==> src/rtl/aes_pkg.sv <==
// Shared AES types, FSM encoding and GF(2^8) helper for the MixColumns stage.
package aes_pkg;

  localparam logic [7:0] AES_POLY = 8'h1B;

  typedef logic [127:0] state_t;
  typedef logic [31:0]  col_t;

  typedef enum logic [1:0] {
    ST_IDLE,
    ST_CALC,
    ST_DONE
  } mc_state_e;

  function automatic logic [7:0] xtime(input logic [7:0] b);
    return {b[6:0], 1'b0} ^ (b[7] ? AES_POLY : 8'h00);
  endfunction

endpackage

==> src/rtl/mix_columns_seq_if.sv <==
// Upstream (ShiftRows) and downstream (AddRoundKey) handshakes of mix_columns_seq.
interface mix_columns_seq_if;
  import aes_pkg::*;

  logic   in_valid;
  logic   in_ready;
  state_t in_state;
  logic   in_bypass;
  logic   in_inv;
  logic   out_valid;
  logic   out_ready;
  state_t out_state;

  modport slave (
    input  in_valid, in_state, in_bypass, in_inv, out_ready,
    output in_ready, out_valid, out_state
  );

  modport master (
    output in_valid, in_state, in_bypass, in_inv, out_ready,
    input  in_ready, out_valid, out_state
  );

endinterface

==> src/rtl/mix_col_word.sv <==
// Combinational (Inv)MixColumns of one 32-bit column; row 0 is the MSB byte.
// Inverse matrix is built only when MIX_COL_INV_EN is defined.
module mix_col_word
  import aes_pkg::*;
(
  input  col_t col_in,
  input  logic inv,
  output col_t col_out
);

  logic [7:0] a  [4];
  logic [7:0] x2 [4];
  logic [7:0] x4 [4];
  logic [7:0] x8 [4];
  col_t       fwd_col;
  col_t       inv_col;

  // inverse coefficients: 9=8+1, B=8+2+1, D=8+4+1, E=8+4+2
  always_comb begin
    fwd_col = '0;
    inv_col = '0;
    for (int unsigned i = 0; i < 4; i++) begin
      a[i]  = col_in[31-8*i -: 8];
      x2[i] = xtime(a[i]);
      x4[i] = xtime(x2[i]);
      x8[i] = xtime(x4[i]);
    end
    for (int unsigned i = 0; i < 4; i++) begin
      fwd_col[31-8*i -: 8] = x2[i] ^ (x2[(i+1)%4] ^ a[(i+1)%4]) ^ a[(i+2)%4] ^ a[(i+3)%4];
      inv_col[31-8*i -: 8] = (x8[i] ^ x4[i] ^ x2[i])
                           ^ (x8[(i+1)%4] ^ x2[(i+1)%4] ^ a[(i+1)%4])
                           ^ (x8[(i+2)%4] ^ x4[(i+2)%4] ^ a[(i+2)%4])
                           ^ (x8[(i+3)%4] ^ a[(i+3)%4]);
    end
  end

`ifdef MIX_COL_INV_EN
  assign col_out = inv ? inv_col : fwd_col;
`else
  logic  unused_inv;
  col_t  unused_inv_col;
  assign unused_inv     = inv;
  assign unused_inv_col = inv_col;
  assign col_out        = fwd_col;
`endif

endmodule

==> src/rtl/mix_columns_seq.sv <==
// Sequential AES MixColumns: one column per clock, single state buffer, bypass for
// the final round. Define MIX_COL_INV_EN to include the InvMixColumns datapath.
module mix_columns_seq
  import aes_pkg::*;
(
  input  logic               clk,
  input  logic               rst_n,
  mix_columns_seq_if.slave   bus,
  output logic               busy
);

  mc_state_e state_q, state_d;
  state_t    state_buf;
  state_t    buf_nxt;
  logic [1:0] col_idx;
  col_t      cur_col;
  col_t      mixed_col;
  logic      inv_q;
  logic      accept;

  assign accept = bus.in_valid && bus.in_ready;

  always_ff @(posedge clk or negedge rst_n) begin
    if (!rst_n) state_q <= ST_IDLE;
    else        state_q <= state_d;
  end

  always_comb begin
    state_d = state_q;
    unique case (state_q)
      ST_IDLE: if (bus.in_valid) state_d = bus.in_bypass ? ST_DONE : ST_CALC;
      ST_CALC: if (col_idx == 2'd3) state_d = ST_DONE;
      ST_DONE: begin
        if (bus.out_ready) begin
          if (bus.in_valid) state_d = bus.in_bypass ? ST_DONE : ST_CALC;
          else              state_d = ST_IDLE;
        end
      end
      default: state_d = ST_IDLE;
    endcase
  end

  // out_state is zero outside DONE so a partially mixed buffer never leaks out
  always_comb begin
    bus.in_ready  = (state_q == ST_IDLE) || ((state_q == ST_DONE) && bus.out_ready);
    bus.out_valid = (state_q == ST_DONE);
    bus.out_state = (state_q == ST_DONE) ? state_buf : '0;
    busy          = (state_q == ST_CALC) || (state_q == ST_DONE);
  end

  always_comb begin
    buf_nxt = state_buf;
    cur_col = '0;
    unique case (col_idx)
      2'd0: begin cur_col = state_buf[127:96]; buf_nxt[127:96] = mixed_col; end
      2'd1: begin cur_col = state_buf[95:64];  buf_nxt[95:64]  = mixed_col; end
      2'd2: begin cur_col = state_buf[63:32];  buf_nxt[63:32]  = mixed_col; end
      default: begin cur_col = state_buf[31:0]; buf_nxt[31:0] = mixed_col; end
    endcase
  end

  mix_col_word u_mix_col_word (
    .col_in  (cur_col),
    .inv     (inv_q),
    .col_out (mixed_col)
  );

  always_ff @(posedge clk or negedge rst_n) begin
    if (!rst_n) begin
      state_buf <= '0;
      col_idx   <= '0;
    end else if (accept) begin
      state_buf <= bus.in_state;
      col_idx   <= '0;
    end else if (state_q == ST_CALC) begin
      state_buf <= buf_nxt;
      col_idx   <= col_idx + 2'd1;
    end
  end

`ifdef MIX_COL_INV_EN
  always_ff @(posedge clk or negedge rst_n) begin
    if (!rst_n)      inv_q <= 1'b0;
    else if (accept) inv_q <= bus.in_inv;
  end
`else
  logic unused_in_inv;
  assign unused_in_inv = bus.in_inv;
  assign inv_q         = 1'b0;
`endif

endmodule

==> src/flat_wrapper.sv <==
// flat-port wrapper written by rule: the top's interface ports become plain ports
module mix_columns_seq_flat import aes_pkg::*;
  (clk, rst_n, busy, bus_in_valid, bus_in_state, bus_in_bypass, bus_in_inv, bus_out_ready, bus_in_ready, bus_out_valid, bus_out_state);
  mix_columns_seq_if bus_i ();
  input  logic clk;
  input  logic rst_n;
  output logic busy;
  input wire logic [$bits(bus_i.in_valid)-1:0] bus_in_valid;
  input wire logic [$bits(bus_i.in_state)-1:0] bus_in_state;
  input wire logic [$bits(bus_i.in_bypass)-1:0] bus_in_bypass;
  input wire logic [$bits(bus_i.in_inv)-1:0] bus_in_inv;
  input wire logic [$bits(bus_i.out_ready)-1:0] bus_out_ready;
  output wire logic [$bits(bus_i.in_ready)-1:0] bus_in_ready;
  output wire logic [$bits(bus_i.out_valid)-1:0] bus_out_valid;
  output wire logic [$bits(bus_i.out_state)-1:0] bus_out_state;
  assign bus_i.in_valid = bus_in_valid;
  assign bus_i.in_state = bus_in_state;
  assign bus_i.in_bypass = bus_in_bypass;
  assign bus_i.in_inv = bus_in_inv;
  assign bus_i.out_ready = bus_out_ready;
  assign bus_in_ready = bus_i.in_ready;
  assign bus_out_valid = bus_i.out_valid;
  assign bus_out_state = bus_i.out_state;
  mix_columns_seq u_core (.clk(clk), .rst_n(rst_n), .bus(bus_i), .busy(busy));
endmodule
==> config.mk <==
export PLATFORM = sky130hd
export DESIGN_NAME = mix_columns_seq_flat
export DESIGN_NICKNAME = d
export VERILOG_FILES = /design/src/rtl/aes_pkg.sv /design/src/rtl/mix_columns_seq_if.sv /design/src/rtl/mix_col_word.sv /design/src/rtl/mix_columns_seq.sv /design/src/flat_wrapper.sv
export SDC_FILE = /design/constraint.sdc
export NUM_CORES = 1
export LEC_CHECK = 0
export ABC_AREA = 1
export ABC_CLOCK_PERIOD_IN_PS = 2009
export CAP_MARGIN = 30
export CORE_UTILIZATION = 54
export DETAILED_ROUTE_END_ITERATION = 8
export DONT_BUFFER_PORTS = 1
export PLACE_DENSITY = 0.75
export RECOVER_POWER = 100
export SLEW_MARGIN = 15
export SYNTH_ARGS = -nofsm -noshare
export SYNTH_HDL_FRONTEND = slang
export SYNTH_SLANG_ARGS = --single-unit
export TNS_END_PERCENT = 100
==> constraint.sdc <==
create_clock -name clk -period 2.01 [get_ports clk]
set_clock_uncertainty 0.15 [all_clocks]
set_input_delay 0.402 -clock clk [delete_from_list [all_inputs] [get_ports clk]]
set_output_delay 0.402 -clock clk [all_outputs]
set_load 0.01 [all_outputs]
==> metrics.yaml <==
clock_tree:
  postCtsHoldBufs: 1
  clk_pin_slew_worst_paths_ns: 0.07
  tritoncts: "built"
  clock_path_buffers: 2
  cts_made_buffers: 17
  root_buffer: "clkbuf_16"
  clk_latency_ns: 0.44
  clock-sinks: 132
  ctsHtreeMaxLevel: 4
layout:
  diodes: 0
  final_cell_mix: "nand2_1, inv_1, nand3_1, buf_4, dfrtp_1"
  final_cells: 2484
  final_layout_size_suffix_gt1_share_pct: 33.4
  final_core_util_pct: 80.8
  layout_commonest_cell: "nand2_1"
  fin_nets: 2344
  area_growth_pct: 45.2
sta:
  tightest_slew_ns: 0.544
  max_freq_mhz: 374
  slew_headroom_pct: 63.6
  holdWs_ns: -0.491
  final_hold_viol_count: 132
  setup_viol_count_final: 259
  setup_slack_ns: -0.666
  rsz0062_at_grt: "yes"
  slew_violations: 0
  period_share_pct: 133
  fin_crit_ns: 2.68
logic_synthesis:
  ys_seq_area_share_pct: 29.0
  ys_warn_count: 0
  postSynthCellCount: 1972
  yosysTopAreaCellShare_pct: 29.0
  syn-mean-instance-area_um2: 5.78
  ys_ff_latch: 132
  synth_cell_type_count: 31
  synthTopCellsByArea: "dfrtp_1, nand2_1, nand3_1"
  yosysTopAreaCell: "dfrtp_1"
  syn-cell-area_um2: 11400
  synthesis.nets: 2115
drt:
  drtAntennaViolNets: 0
  routed_via_density: 5.98
  firstDrtPassIters: 9
  drc: 0
  vias: 14900
  drt_iter0_drc: 1868
  routed_wl_um: 53600
  wl_per_cell_um: 21.6
floorplan:
  dieArea_um2: 21700
  coreArea_um2: 20500
  ios: 265
  die_width_um: 147
  die_y_um: 147
  fp-row-count: 52
  start_util_pct: 55.7
critical_path:
  required_ns: 2.23
  startpoint_type: "register"
  cp_max_fo: 5
  cp.arrival_ns: 2.89
  critical_path_class: "reg2reg"
  worst_setup_path_end_kind: "register"
grt:
  grt_max_degree: 133
  antenna_found_initial: 0
  grtUsageTotal_pct: 47.2
  grt-ovfl-total: 0
  grt_pass1_vias: 13500
  grt_pass1_wl_um: 76500
placed_design:
  dp_hpwl_um: 38600
  port_buffers: 0
  dp.cells: 2405
  place.gp.congestion: 1.06
status:
  violations: "hold timing, setup timing"
  status: "finished with violations"
job:
  drv_cap: 0
worst_hold_path:
  hold_path_class: "in2async"
-- kinds of logic (layout without fill, tap and decap cells) --
family                     Yosys count  in the layout  synth area share [%]
AOI/OAI and AO/OA                  130            130                  7.08
xor gates and xnor gates             2              2                 0.154
adders and majority gates            9              9                 0.987
and+or+nand+nor                   1250           1250                  47.4
DFF                                132            132                  29.0
buffers and inverters              449            691                  15.4
-- Yosys cell counts --
master and number:
buf_4 2, nand3_1 299, o22ai_1 5, o22ai_2 5
nor2_1 57, buf_1 21, buf_2 11, nand2_1 765
dfrtp_1 132, a21o_1 1, o21bai_2 4, nand2_2 9
o21bai_1 12, o21ai_2 6, nand4_1 97, nand3_2 1
nor2_4 4, nor3_1 1, nor2_2 17, a21oi_1 1
xor2_1 2, inv_1 335, o21ai_0 61, o21ai_1 29
inv_2 9, inv_4 1, a21oi_2 5, ha_1 9
o21bai_4 1, buf_6 6, clkbuf_1 64
-- worst max-delay path, cell delays in order (launching register included) --
cell and delay, ns:
dfrtp_2 0.46, inv_4 0.10, ha_4 0.27, inv_8 0.06, buf_8 0.14, o21ai_4 0.29, nor2_1 0.09, nor2_1 0.12
buf_4 0.17, nand2_2 0.05, nand2_2 0.10, nand2_2 0.07, nand2_4 0.12, inv_4 0.06, nand2_4 0.08, nand4_1 0.16
nand2_1 0.11
-- state kept, by name (all words and copies together), names as in the netlist --
signal	count
u_core.state_buf	128
u_core.col_idx	2
u_core.state_q	2
-- cell type report --
cell class | instances | area (µm²)
Sequential cell | 132 | 3300
Tap cell | 270 | 338
Clock inverter | 13 | 173
Timing Repair Buffer | 313 | 2990
Multi-Input combinational cell | 1391 | 7990
Fill cell | 1459 | 3930
Inverter | 345 | 1330
Timing Repair inverter | 1 | 11.3
Clock buffer | 19 | 433
-- final timing paths --
| path | from | end | slack [ns] | depth (start not counted) |
|---|---|---|---|---|
| setup / recovery | u_core.col_idx[0]$_DFFE_PN0P_ | u_core.state_buf[124]$_DFFE_PN0P_ | -0.67 | 16 |
| hold / removal | rst_n | u_core.state_buf[83]$_DFFE_PN0P_ | -0.49 | 0 |
| setup reg to reg | u_core.col_idx[0]$_DFFE_PN0P_ | u_core.state_buf[124]$_DFFE_PN0P_ | -0.67 | 16 |
| hold reg to reg | u_core.state_buf[4]$_DFFE_PN0P_ | u_core.state_buf[4]$_DFFE_PN0P_ | 0.48 | 4 |
| max in group asynchronous | rst_n | u_core.state_buf[11]$_DFFE_PN0P_ | 1.88 | 0 |
| min in group clk | bus_in_state[74] | u_core.state_buf[74]$_DFFE_PN0P_ | 0.01 | 2 |
-- what timing repair did --
action,in CTS,in global routing
setup buffers,22,21
endpoints found under the hold margin,133,132
resized for setup,210,236
gates cloned,2,2
pin swaps,82,137
endpoints found under the setup margin,257,259
-- stage by stage --
stage          TNS, ns  worst slack [ns]  instance area, µm²
2_1_floorplan    -6.31           -0.0729               11700
3_3_place_gp    -61.77            -0.647               13900
3_5_place_dp    -67.02            -0.696               13900
4_1_cts         -83.11            -0.527               15500
5_1_grt        -124.50            -0.770               16600
6_report       -105.35            -0.666               16600
-- metal layers --
layer	global-route usage, %	part of all wire [%]
met4	32.2	7.7
met3	9.44	11
met2	72.0	44
met5	0	0
met1	60.2	38
Power is left out: the tool's default activity adds up to more than one toggle a clock period on the data nets, which glitch-free logic cannot reach.
